File: config.mk
export PLATFORM = sky130hd
export DESIGN_NAME = decode_skid_ctrl_flat
export DESIGN_NICKNAME = d
export VERILOG_FILES = /design/src/rtl/decode_skid_ctrl_if.sv /design/src/rtl/decode_skid_ctrl.sv /design/src/flat_wrapper.sv
export SDC_FILE = /design/constraint.sdc
export NUM_CORES = 1
export LEC_CHECK = 0
export ABC_AREA = 1
export BUFFER_PORTS_ARGS = -buffer_cell sky130_fd_sc_hd__buf_4
export CAP_MARGIN = 20
export CORE_ASPECT_RATIO = 2
export CORE_UTILIZATION = 51
export CTS_BUF_LIST = sky130_fd_sc_hd__clkbuf_16
export DETAILED_ROUTE_END_ITERATION = 8
export GPL_ROUTABILITY_DRIVEN = 0
export MAX_ROUTING_LAYER = met4
export PLACE_DENSITY = 0.77
export SYNTH_ARGS = -nofsm -noshare
export SYNTH_HDL_FRONTEND = slang
export SYNTH_SLANG_ARGS = --single-unit
File: constraint.sdc
create_clock -name clk -period 7.85 [get_ports clk]
set_clock_uncertainty 0.2 [all_clocks]
set_input_delay 0.785 -clock clk [delete_from_list [all_inputs] [get_ports clk]]
set_output_delay 0.785 -clock clk [all_outputs]
set_load 0.005 [all_outputs]
File: src/rtl/decode_skid_ctrl_if.sv
// Fetch-side and dispatch-side handshake bundle for the decode skid controller.
// master = environment (fetch producer + dispatch consumer), slave = controller.
interface decode_skid_ctrl_if #(
    parameter int PC_WIDTH  = 32,
    parameter int CNT_WIDTH = 32
);
    logic                 flush;
    logic                 fetch_valid;
    logic                 fetch_ready;
    logic [31:0]          fetch_instr;
    logic [PC_WIDTH-1:0]  fetch_pc;
    logic                 dec_valid;
    logic                 dec_ready;
    logic [31:0]          dec_instr;
    logic [PC_WIDTH-1:0]  dec_pc;
    logic [2:0]           dec_type;     // r=0 i=1 s=2 b=3 u=4 j=5
    logic [31:0]          dec_imm;
    logic                 dec_illegal;
    logic [CNT_WIDTH-1:0] dec_count;

    modport master (
        output flush, fetch_valid, fetch_instr, fetch_pc, dec_ready,
        input  fetch_ready, dec_valid, dec_instr, dec_pc, dec_type,
               dec_imm, dec_illegal, dec_count
    );

    modport slave (
        input  flush, fetch_valid, fetch_instr, fetch_pc, dec_ready,
        output fetch_ready, dec_valid, dec_instr, dec_pc, dec_type,
               dec_imm, dec_illegal, dec_count
    );
endinterface

File: src/rtl/decode_skid_ctrl.sv
// Decode stage: classifies RV32I opcodes, builds immediates, buffers entries in a 2-deep skid.
// Latency 1 cycle fetch->dec; fetch_ready is registered and never depends on dec_ready.
module decode_imm_gen (
    input  logic [31:0] instr,
    input  logic [2:0]  typ,
    output logic [31:0] imm
);
    localparam logic [2:0] TYPE_I = 3'd1, TYPE_S = 3'd2, TYPE_B = 3'd3,
                           TYPE_U = 3'd4, TYPE_J = 3'd5;

    always_comb begin
        imm = '0;
        case (typ)
            TYPE_I:  imm = {{20{instr[31]}}, instr[31:20]};
            TYPE_S:  imm = {{20{instr[31]}}, instr[31:25], instr[11:7]};
            TYPE_B:  imm = {{19{instr[31]}}, instr[31], instr[7], instr[30:25], instr[11:8], 1'b0};
            TYPE_U:  imm = {instr[31:12], 12'b0};
            TYPE_J:  imm = {{11{instr[31]}}, instr[31], instr[19:12], instr[20], instr[30:21], 1'b0};
            default: imm = '0;
        endcase
    end
endmodule

module decode_skid_ctrl #(
    parameter int PC_WIDTH  = 32,
    parameter int CNT_WIDTH = 32
) (
    input  logic                     clk,
    input  logic                     rst,
    decode_skid_ctrl_if.slave        bus
);
    typedef enum logic [2:0] {
        T_R = 3'd0, T_I = 3'd1, T_S = 3'd2, T_B = 3'd3, T_U = 3'd4, T_J = 3'd5
    } instr_type_t;

    typedef enum logic [1:0] {EMPTY, ONE, TWO} state_t;

    typedef struct packed {
        logic [31:0]         instr;
        logic [PC_WIDTH-1:0] pc;
        instr_type_t         typ;
        logic [31:0]         imm;
        logic                illegal;
    } entry_t;

    state_t               state;
    entry_t               head, skid, in_entry;
    instr_type_t          in_type;
    logic                 in_illegal;
    logic [31:0]          in_imm;
    logic                 ready_q, valid_q;
    logic [CNT_WIDTH-1:0] cnt_q;
    logic                 push, pop;

    always_comb begin
        in_type    = T_R;
        in_illegal = 1'b0;
        case (bus.fetch_instr[6:0])
            7'b0110111, 7'b0010111:                         in_type = T_U;
            7'b1101111:                                     in_type = T_J;
            7'b1100111, 7'b0000011, 7'b0010011, 7'b1110011: in_type = T_I;
            7'b0100011:                                     in_type = T_S;
            7'b1100011:                                     in_type = T_B;
            7'b0110011:                                     in_type = T_R;
            default:                                        in_illegal = 1'b1;
        endcase
    end

    decode_imm_gen u_imm_gen (
        .instr (bus.fetch_instr),
        .typ   (in_type),
        .imm   (in_imm)
    );

    assign in_entry = '{instr: bus.fetch_instr, pc: bus.fetch_pc, typ: in_type,
                        imm: in_imm, illegal: in_illegal};

    assign push = bus.fetch_valid & ready_q;
    assign pop  = valid_q & bus.dec_ready;

    always_ff @(posedge clk or posedge rst) begin
        if (rst) begin
            state   <= EMPTY;
            head    <= '0;
            skid    <= '0;
            ready_q <= 1'b1;
            valid_q <= 1'b0;
            cnt_q   <= '0;
        end else if (bus.flush) begin
            // Squash wins over any same-cycle push or pop; the count is kept.
            state   <= EMPTY;
            ready_q <= 1'b1;
            valid_q <= 1'b0;
        end else begin
            if (pop) cnt_q <= cnt_q + CNT_WIDTH'(1);
            unique case (state)
                EMPTY: if (push) begin
                    head    <= in_entry;
                    state   <= ONE;
                    valid_q <= 1'b1;
                    ready_q <= 1'b1;
                end
                ONE: if (push && !pop) begin
                    skid    <= in_entry;
                    state   <= TWO;
                    ready_q <= 1'b0;
                end else if (push) begin
                    head    <= in_entry;
                end else if (pop) begin
                    state   <= EMPTY;
                    valid_q <= 1'b0;
                end
                TWO: if (pop) begin
                    head    <= skid;
                    state   <= ONE;
                    ready_q <= 1'b1;
                end
                default: state <= EMPTY;
            endcase
        end
    end

    assign bus.fetch_ready = ready_q;
    assign bus.dec_valid   = valid_q;
    assign bus.dec_instr   = head.instr;
    assign bus.dec_pc      = head.pc;
    assign bus.dec_type    = head.typ;
    assign bus.dec_imm     = head.imm;
    assign bus.dec_illegal = head.illegal;
    assign bus.dec_count   = cnt_q;
endmodule

File: src/flat_wrapper.sv
// flat-port wrapper written by rule: the top's interface ports become plain ports
module decode_skid_ctrl_flat 
#(
    parameter int PC_WIDTH  = 32,
    parameter int CNT_WIDTH = 32
)
  (clk, rst, bus_flush, bus_fetch_valid, bus_fetch_instr, bus_fetch_pc, bus_dec_ready, bus_fetch_ready, bus_dec_valid, bus_dec_instr, bus_dec_pc, bus_dec_type, bus_dec_imm, bus_dec_illegal, bus_dec_count);
  decode_skid_ctrl_if #(.PC_WIDTH(PC_WIDTH), .CNT_WIDTH(CNT_WIDTH)) bus_i ();
  input  logic clk;
  input  logic rst;
  input wire logic [$bits(bus_i.flush)-1:0] bus_flush;
  input wire logic [$bits(bus_i.fetch_valid)-1:0] bus_fetch_valid;
  input wire logic [$bits(bus_i.fetch_instr)-1:0] bus_fetch_instr;
  input wire logic [$bits(bus_i.fetch_pc)-1:0] bus_fetch_pc;
  input wire logic [$bits(bus_i.dec_ready)-1:0] bus_dec_ready;
  output wire logic [$bits(bus_i.fetch_ready)-1:0] bus_fetch_ready;
  output wire logic [$bits(bus_i.dec_valid)-1:0] bus_dec_valid;
  output wire logic [$bits(bus_i.dec_instr)-1:0] bus_dec_instr;
  output wire logic [$bits(bus_i.dec_pc)-1:0] bus_dec_pc;
  output wire logic [$bits(bus_i.dec_type)-1:0] bus_dec_type;
  output wire logic [$bits(bus_i.dec_imm)-1:0] bus_dec_imm;
  output wire logic [$bits(bus_i.dec_illegal)-1:0] bus_dec_illegal;
  output wire logic [$bits(bus_i.dec_count)-1:0] bus_dec_count;
  assign bus_i.flush = bus_flush;
  assign bus_i.fetch_valid = bus_fetch_valid;
  assign bus_i.fetch_instr = bus_fetch_instr;
  assign bus_i.fetch_pc = bus_fetch_pc;
  assign bus_i.dec_ready = bus_dec_ready;
  assign bus_fetch_ready = bus_i.fetch_ready;
  assign bus_dec_valid = bus_i.dec_valid;
  assign bus_dec_instr = bus_i.dec_instr;
  assign bus_dec_pc = bus_i.dec_pc;
  assign bus_dec_type = bus_i.dec_type;
  assign bus_dec_imm = bus_i.dec_imm;
  assign bus_dec_illegal = bus_i.dec_illegal;
  assign bus_dec_count = bus_i.dec_count;
  decode_skid_ctrl #(.PC_WIDTH(PC_WIDTH), .CNT_WIDTH(CNT_WIDTH)) u_core (.clk(clk), .rst(rst), .bus(bus_i));
endmodule
# ---- After elaboration in Yosys (flattened, before gate mapping)
# Index checks and enable logic that the tools add are counted.
dict set report classes {
  n_addsub 1
  bitwise 3
  n_eq_ne 27
  mux 24
  reduce_logical 15
}
# operator n
set op_table {}
lappend op_table {{two-way mux 100 bit} 3}
lappend op_table {{one-hot mux 100 bit (3 select lines)} 1}
lappend op_table {{one-hot mux 32 bit (5 select lines)} 1}
lappend op_table {{adder 32 x 1 -> 32 bit, second input constant} 1}
lappend op_table {{equality test 7 bit, second input constant} 4}
lappend op_table {{equality test 7 x 6 -> 1 bit, second input constant} 3}
lappend op_table {{one-hot mux 3 bit (5 select lines)} 1}
lappend op_table {{equality test 7 x 5 -> 1 bit, second input constant} 2}
lappend op_table {{two-way mux 2 bit} 6}
lappend op_table {{!= test 3 x 2 -> 1 bit, second input constant} 4}
lappend op_table {{AND reduction 4 bit} 3}
lappend op_table {{OR reduction 10 bit} 1}
lappend op_table {{two-way mux 1 bit} 9}
lappend op_table {{equality test 7 x 2 -> 1 bit, second input constant} 1}
lappend op_table {{equality test 3 x 2 -> 1 bit, second input constant} 2}
lappend op_table {{equality test 3 bit, second input constant} 2}
lappend op_table {{!= test 3 bit, second input constant} 2}
lappend op_table {{one-hot mux 2 bit (3 select lines)} 1}
lappend op_table {{nonzero test 3 bit} 2}
lappend op_table {{AND reduction 5 bit} 1}
lappend op_table {{!= test 4 x 2 -> 1 bit, second input constant} 1}
lappend op_table {{!= test 4 bit, second input constant} 1}
lappend op_table {{nonzero test 4 bit} 1}
lappend op_table {{OR reduction 4 bit} 1}
lappend op_table {{other kinds (15)} 16}
dict set report totals {
  elab_cells 84
  reg_bits 236
  inputBits 69
}

# ---- Logic depth before layout (Yosys ltp)
dict set report logic_depth {
  word_depth 8
  depth_mapped 10
}

# ---- Modules after synthesis
# From an unflattened synthesis, not the netlist that was laid out.
dict set report hier_totals {
  cells_unflattened 1467
  area_unflattened_um2 11228.3
}
# module instances cells_each seq_area_each_um2 area_per_inst_um2
set by_module_without_submodules {}
lappend by_module_without_submodules {decode_skid_ctrl 1 1375 5906.9 10772.8}
lappend by_module_without_submodules {decode_imm_gen 1 92 0.0 455.4}

# ---- Least setup slack after synthesis
# OpenSTA, ideal clock, no wires.
dict set report synth_path {
  path_kind {input-to-reg}
  start {input port bus_dec_ready}
  end {register u_core.head, in the netlist u_core.bus.dec_pc[4]}
  setup_ps 124
  required_time_ps 7526
  setup_slack_ps 5801
  path_stages 10
  t_arrival_ps 1725
  path_buffers 2
  cell_sequence {nand2_1 > inv_1 > nor2_1 > nand2_1 > nand3_2 > inv_2 > buf_4 > buf_6 > o211ai_1 > nand2_1}
}
dict set report synth_via {
  elab_chain_cells 5
}
# element line_no
set synth_rtl {}
lappend synth_rtl {{start, declared} flat_wrapper.sv:15} ;# input wire logic [$bits(bus_i.dec_ready)-1:0] bus_dec_ready;
lappend synth_rtl {{AND 1 bit (*)} decode_skid_ctrl.sv:79} ;# assign pop = valid_q & bus.dec_ready;
lappend synth_rtl {{logical NOT 1 bit} decode_skid_ctrl.sv:103} ;# ONE: if (push && !pop) begin
lappend synth_rtl {{logical AND 1 bit} decode_skid_ctrl.sv:103}
lappend synth_rtl {{!= test 2 bit (no line)} -}
lappend synth_rtl {{AND reduction 4 bit (no line) (*)} -}
lappend synth_rtl {{end signal, assigned} decode_skid_ctrl.sv:98} ;# head <= in_entry;
lappend synth_rtl {{end signal, assigned} decode_skid_ctrl.sv:108} ;# head <= in_entry;
lappend synth_rtl {{end signal, assigned} decode_skid_ctrl.sv:114} ;# head <= skid;
lappend synth_rtl {{end, declared} decode_skid_ctrl.sv:47} ;# entry_t head, skid, in_entry;
# Every way passes the cells marked *; elsewhere a longest branch is shown, timed or not.
# A chain may end at the register's enable or synchronous reset.

# ---- Final worst setup path
dict set report layout_path {
  start {register u_core.state[1]}
  end {register u_core.head, in the netlist u_core.bus.dec_instr[28]}
}
dict set report layout_via {
  elab_chain_cells 3
}
# element line_no
set layout_rtl {}
lappend layout_rtl {{start, declared} decode_skid_ctrl.sv:46} ;# state_t state;
lappend layout_rtl {{start signal, assigned} decode_skid_ctrl.sv:83} ;# state <= EMPTY;
lappend layout_rtl {{start signal, assigned} decode_skid_ctrl.sv:91} ;# state <= EMPTY;
lappend layout_rtl {{start signal, assigned} decode_skid_ctrl.sv:99} ;# state <= ONE;
lappend layout_rtl {{equality test 2 bit, or another cell as far along} decode_skid_ctrl.sv:96} ;# unique case (state)
lappend layout_rtl {{!= test 2 x 1 -> 1 bit (no line), or another cell as far along} -}
lappend layout_rtl {{AND reduction 4 bit (no line)} -}
# Several ways; a longest one is shown, not always the timed one.

==> run metrics <==
via/cell ratio=5.291; CP cell instances=inv_2 > nor2_4 > inv_4 > buf_4 > o21ai_0 > o21ai_0; Setup CP Type=reg -> reg; clock tree root buffer cell=clkbuf_16; CTS tree=yes; placed cells=1884; Logic pwr share=26.5%; Routed Antenna Nets=0; post-layout min period=3.317 ns; synth unique cells=33; die width=107.9 µm; CP Capture Type=flop; Slew headroom=29.06%; Final setup viols=0; CTS Buffer Depth=3; share of cells above drive strength 1=16.68%; ANT cells=0; measured slew at the worst slew-check pin=1.064 ns; Die Ht=213.9 µm; First DRT Iteration DRCs=~730; DRC=0; RSZ-0062 raised after global routing=no; net count after synthesis=approximately 1500; TritonCTS Buffers=22; post-synthesis sequential area ratio=51.61%; Final Cell Area=around 14000 µm²; HPWL Detailed=20510 µm; Resize count post-CTS=0; Post-DP Area=12990 µm²; clock network fraction of total power=27.3%; Remaining Overflow, GRT=0; GRT Total Usage=27.48%; post-DR wirelength/cell=15.64 µm; Peak VDD IR=215.4 µV; synthesized area=11440 µm²; final period utilization=a little over two fifths; Syn Area/Cell=7.759 µm²; #FFs+latches synth=236; power density over the cells=just under 300 nW/µm²; area delta synth->final=20.40%; nets=1704; leak pwr=7.552 nW; kind of start point of the critical path=flop; fill count=roughly 1900; yosys warns=0; I/O pin count=~200; Flop pwr share=46.2%; clock sink total=236; initial antenna violation count=0; Die ar.=between 20000 and 25000 µm²; arrival time worst endpoint=3.48 ns; most used cell along the critical path=o21ai_0; critical path's slowest cell=nor2_4; vias in the first global route=9969; max-cap violations=0; worst-skew pair later-pin latency=0.51 ns; setup bufs post-CTS=0; total internal power=2.769 mW; Starting Density=51.87%; Post-CTS Hold Buffers=0; Final Hold Viols=0; Max Freq=301.4 MHz; drt pass-1 iters=6; outcome=finished, final reports clean; HP Class=in -> async; Rows=77; Net Switching=1.281 mW; Max Slew Vio Count=0; peak fanout along the critical path=99; CTS clk-pin slew, worst paths=0.07 ns; Finished Layout Cells=1925; CP max stage delay=0.78 ns; sw frac=31.62%; first-pass GRT wire length=~50000 µm; detailed-route via count=around 10000; Post-Synthesis Cells=roughly 1500; H-tree depth=1; core area=between 20000 and 25000 µm²; Required @ worst endpoint=8.02 ns; largest net degree at the start of global routing=roughly 150; Total Routed Length=30100 µm; setup TNS=0 ns; I/O Buffers=202
## final cells by class
cell class	count	area (µm²)	area share [%]
clock inverters	16	163.9	1.189
multi-input cells	1036	4667	33.87
flip-flops and latches	236	5907	42.87
well taps	276	345.3	2.506
clock buffers	23	575.6	4.177
repair buffers	213	1639	11.89
inverters	125	481.7	3.496
## sequential cells by signal, summed over array words and instances (netlist names), 2 cells and up
signal / cells
u_core.skid: 100
u_core.bus.dec_count: 32
u_core.bus.dec_imm: 32
u_core.bus.dec_instr: 32
u_core.bus.dec_pc: 32
u_core.bus.dec_type: 3
u_core.state: 2
## layout by cell type (no fill, tap or decap), drive strengths merged
master and instances:
nand2 594, dfrtp 235, buf 213, inv 127
o21ai 121, nor2 118, nand3 72, o211ai 59
a21oi 32, clkbuf 23, xor2 9, nand3b 9
xnor2 7, clkinv 7, nand4 6, nor3 5
clkinvlp 4, bufinv 3, a31oi 1, nor3b 1
o21a 1, ha 1, dfstp 1
## routing by layer
metal / part of all wire [%] / up-vias / GRT usage [%]
li1: - / 4975 / -
met1: 37 / 4775 / 28.94
met2: 53 / 341 / 49.49
met3: 5.3 / 95 / 4.043
met4: 5.1 / 0 / 13.42
met5: 0 / - / -
## Yosys cell counts
master    number  area (µm²)
nand2_1      590        2215
dfrtp_1      235        5881
inv_1        117       439.2
nor2_1       109       409.1
o21ai_1       83       415.4
nand3_1       69       345.3
o211ai_1      59       442.9
buf_2         38       190.2
o21ai_0       38       190.2
a21oi_1       32       160.2
clkbuf_1      20       75.07
nand3b_1       9       67.56
xor2_1         9       78.83
inv_2          8       30.03
buf_4          7       52.55
buf_6          7       78.83
xnor2_1        7       61.31
buf_1          6       22.52
nand4_1        6       37.54
nor2_2         5       31.28
nor3_1         4       20.02
nand2_4        3       33.78
nor2_4         3       33.78
nand3_2        2       20.02
a31oi_1        1       6.260
dfstp_2        1       26.28
ha_1           1       12.51
nand2_2        1       6.260
nand3_4        1       17.52
nor2_8         1       20.02
nor3_2         1       10.01
nor3b_1        1       7.510
o21a_1         1       7.510
## power groups by stage
stage	Combinational [mW]	Clock, mW	Sequential, mW
after floorplan	0.574	0	1.85
after global placement	1.04	0	1.87
after detailed placement	1.08	0	1.88
after CTS	1.09	1.12	1.87
after global routing	1.23	1.17	1.91
final	1.07	1.10	1.87
## final timing paths
| kind | startpoint | endpoint | slack [ns] | cells past startpoint |
|---|---|---|---|---|
| setup / recovery | u_core.state[1] | u_core.bus.dec_instr[28] | 4.53 | 6 |
| hold / removal | rst | u_core.bus.dec_pc[17] | 0.12 | 2 |
| setup reg to reg | u_core.state[1] | u_core.bus.dec_instr[28] | 4.53 | 6 |
| hold reg to reg | u_core.bus.dec_pc[20] | u_core.bus.dec_pc[20] | 0.28 | 2 |
| max in group asynchronous | rst | u_core.bus.dec_pc[4] | 6.28 | 4 |
| min in group clk | u_core.bus.dec_pc[20] | u_core.bus.dec_pc[20] | 0.28 | 2 |
## stage by stage
stage	utilization [%]	power, mW	setup slack [ns]	hold slack (ns)
2_1_floorplan	-	2.426	0.3920	0.2367
3_3_place_gp	58.86	2.913	4.466	0.2498
3_5_place_dp	58.86	2.960	4.394	0.2570
4_1_cts	62.21	4.078	4.537	0.2780
5_1_grt	62.46	4.315	4.299	0.1736
6_report	62.46	4.050	4.533	0.1224
## critical path: cells and delay by family, from the launching register on
kind,cells,cell delay (ns)
compound gates,2,0.56
flops,1,0.47
simple gates,1,0.78
buf+inv,3,1.10
## cell families after synthesis
| group | after synthesis | synth area share (%) |
|---|---|---|
| xor+xnor | 16 | 1.224 |
| simple gates | 805 | 28.61 |
| fa+ha+maj | 1 | 0.1093 |
| compound gates | 214 | 10.68 |
| buf+inv | 203 | 7.762 |
| flops | 236 | 51.61 |
Note: power is estimated with default switching activity, not from simulation.
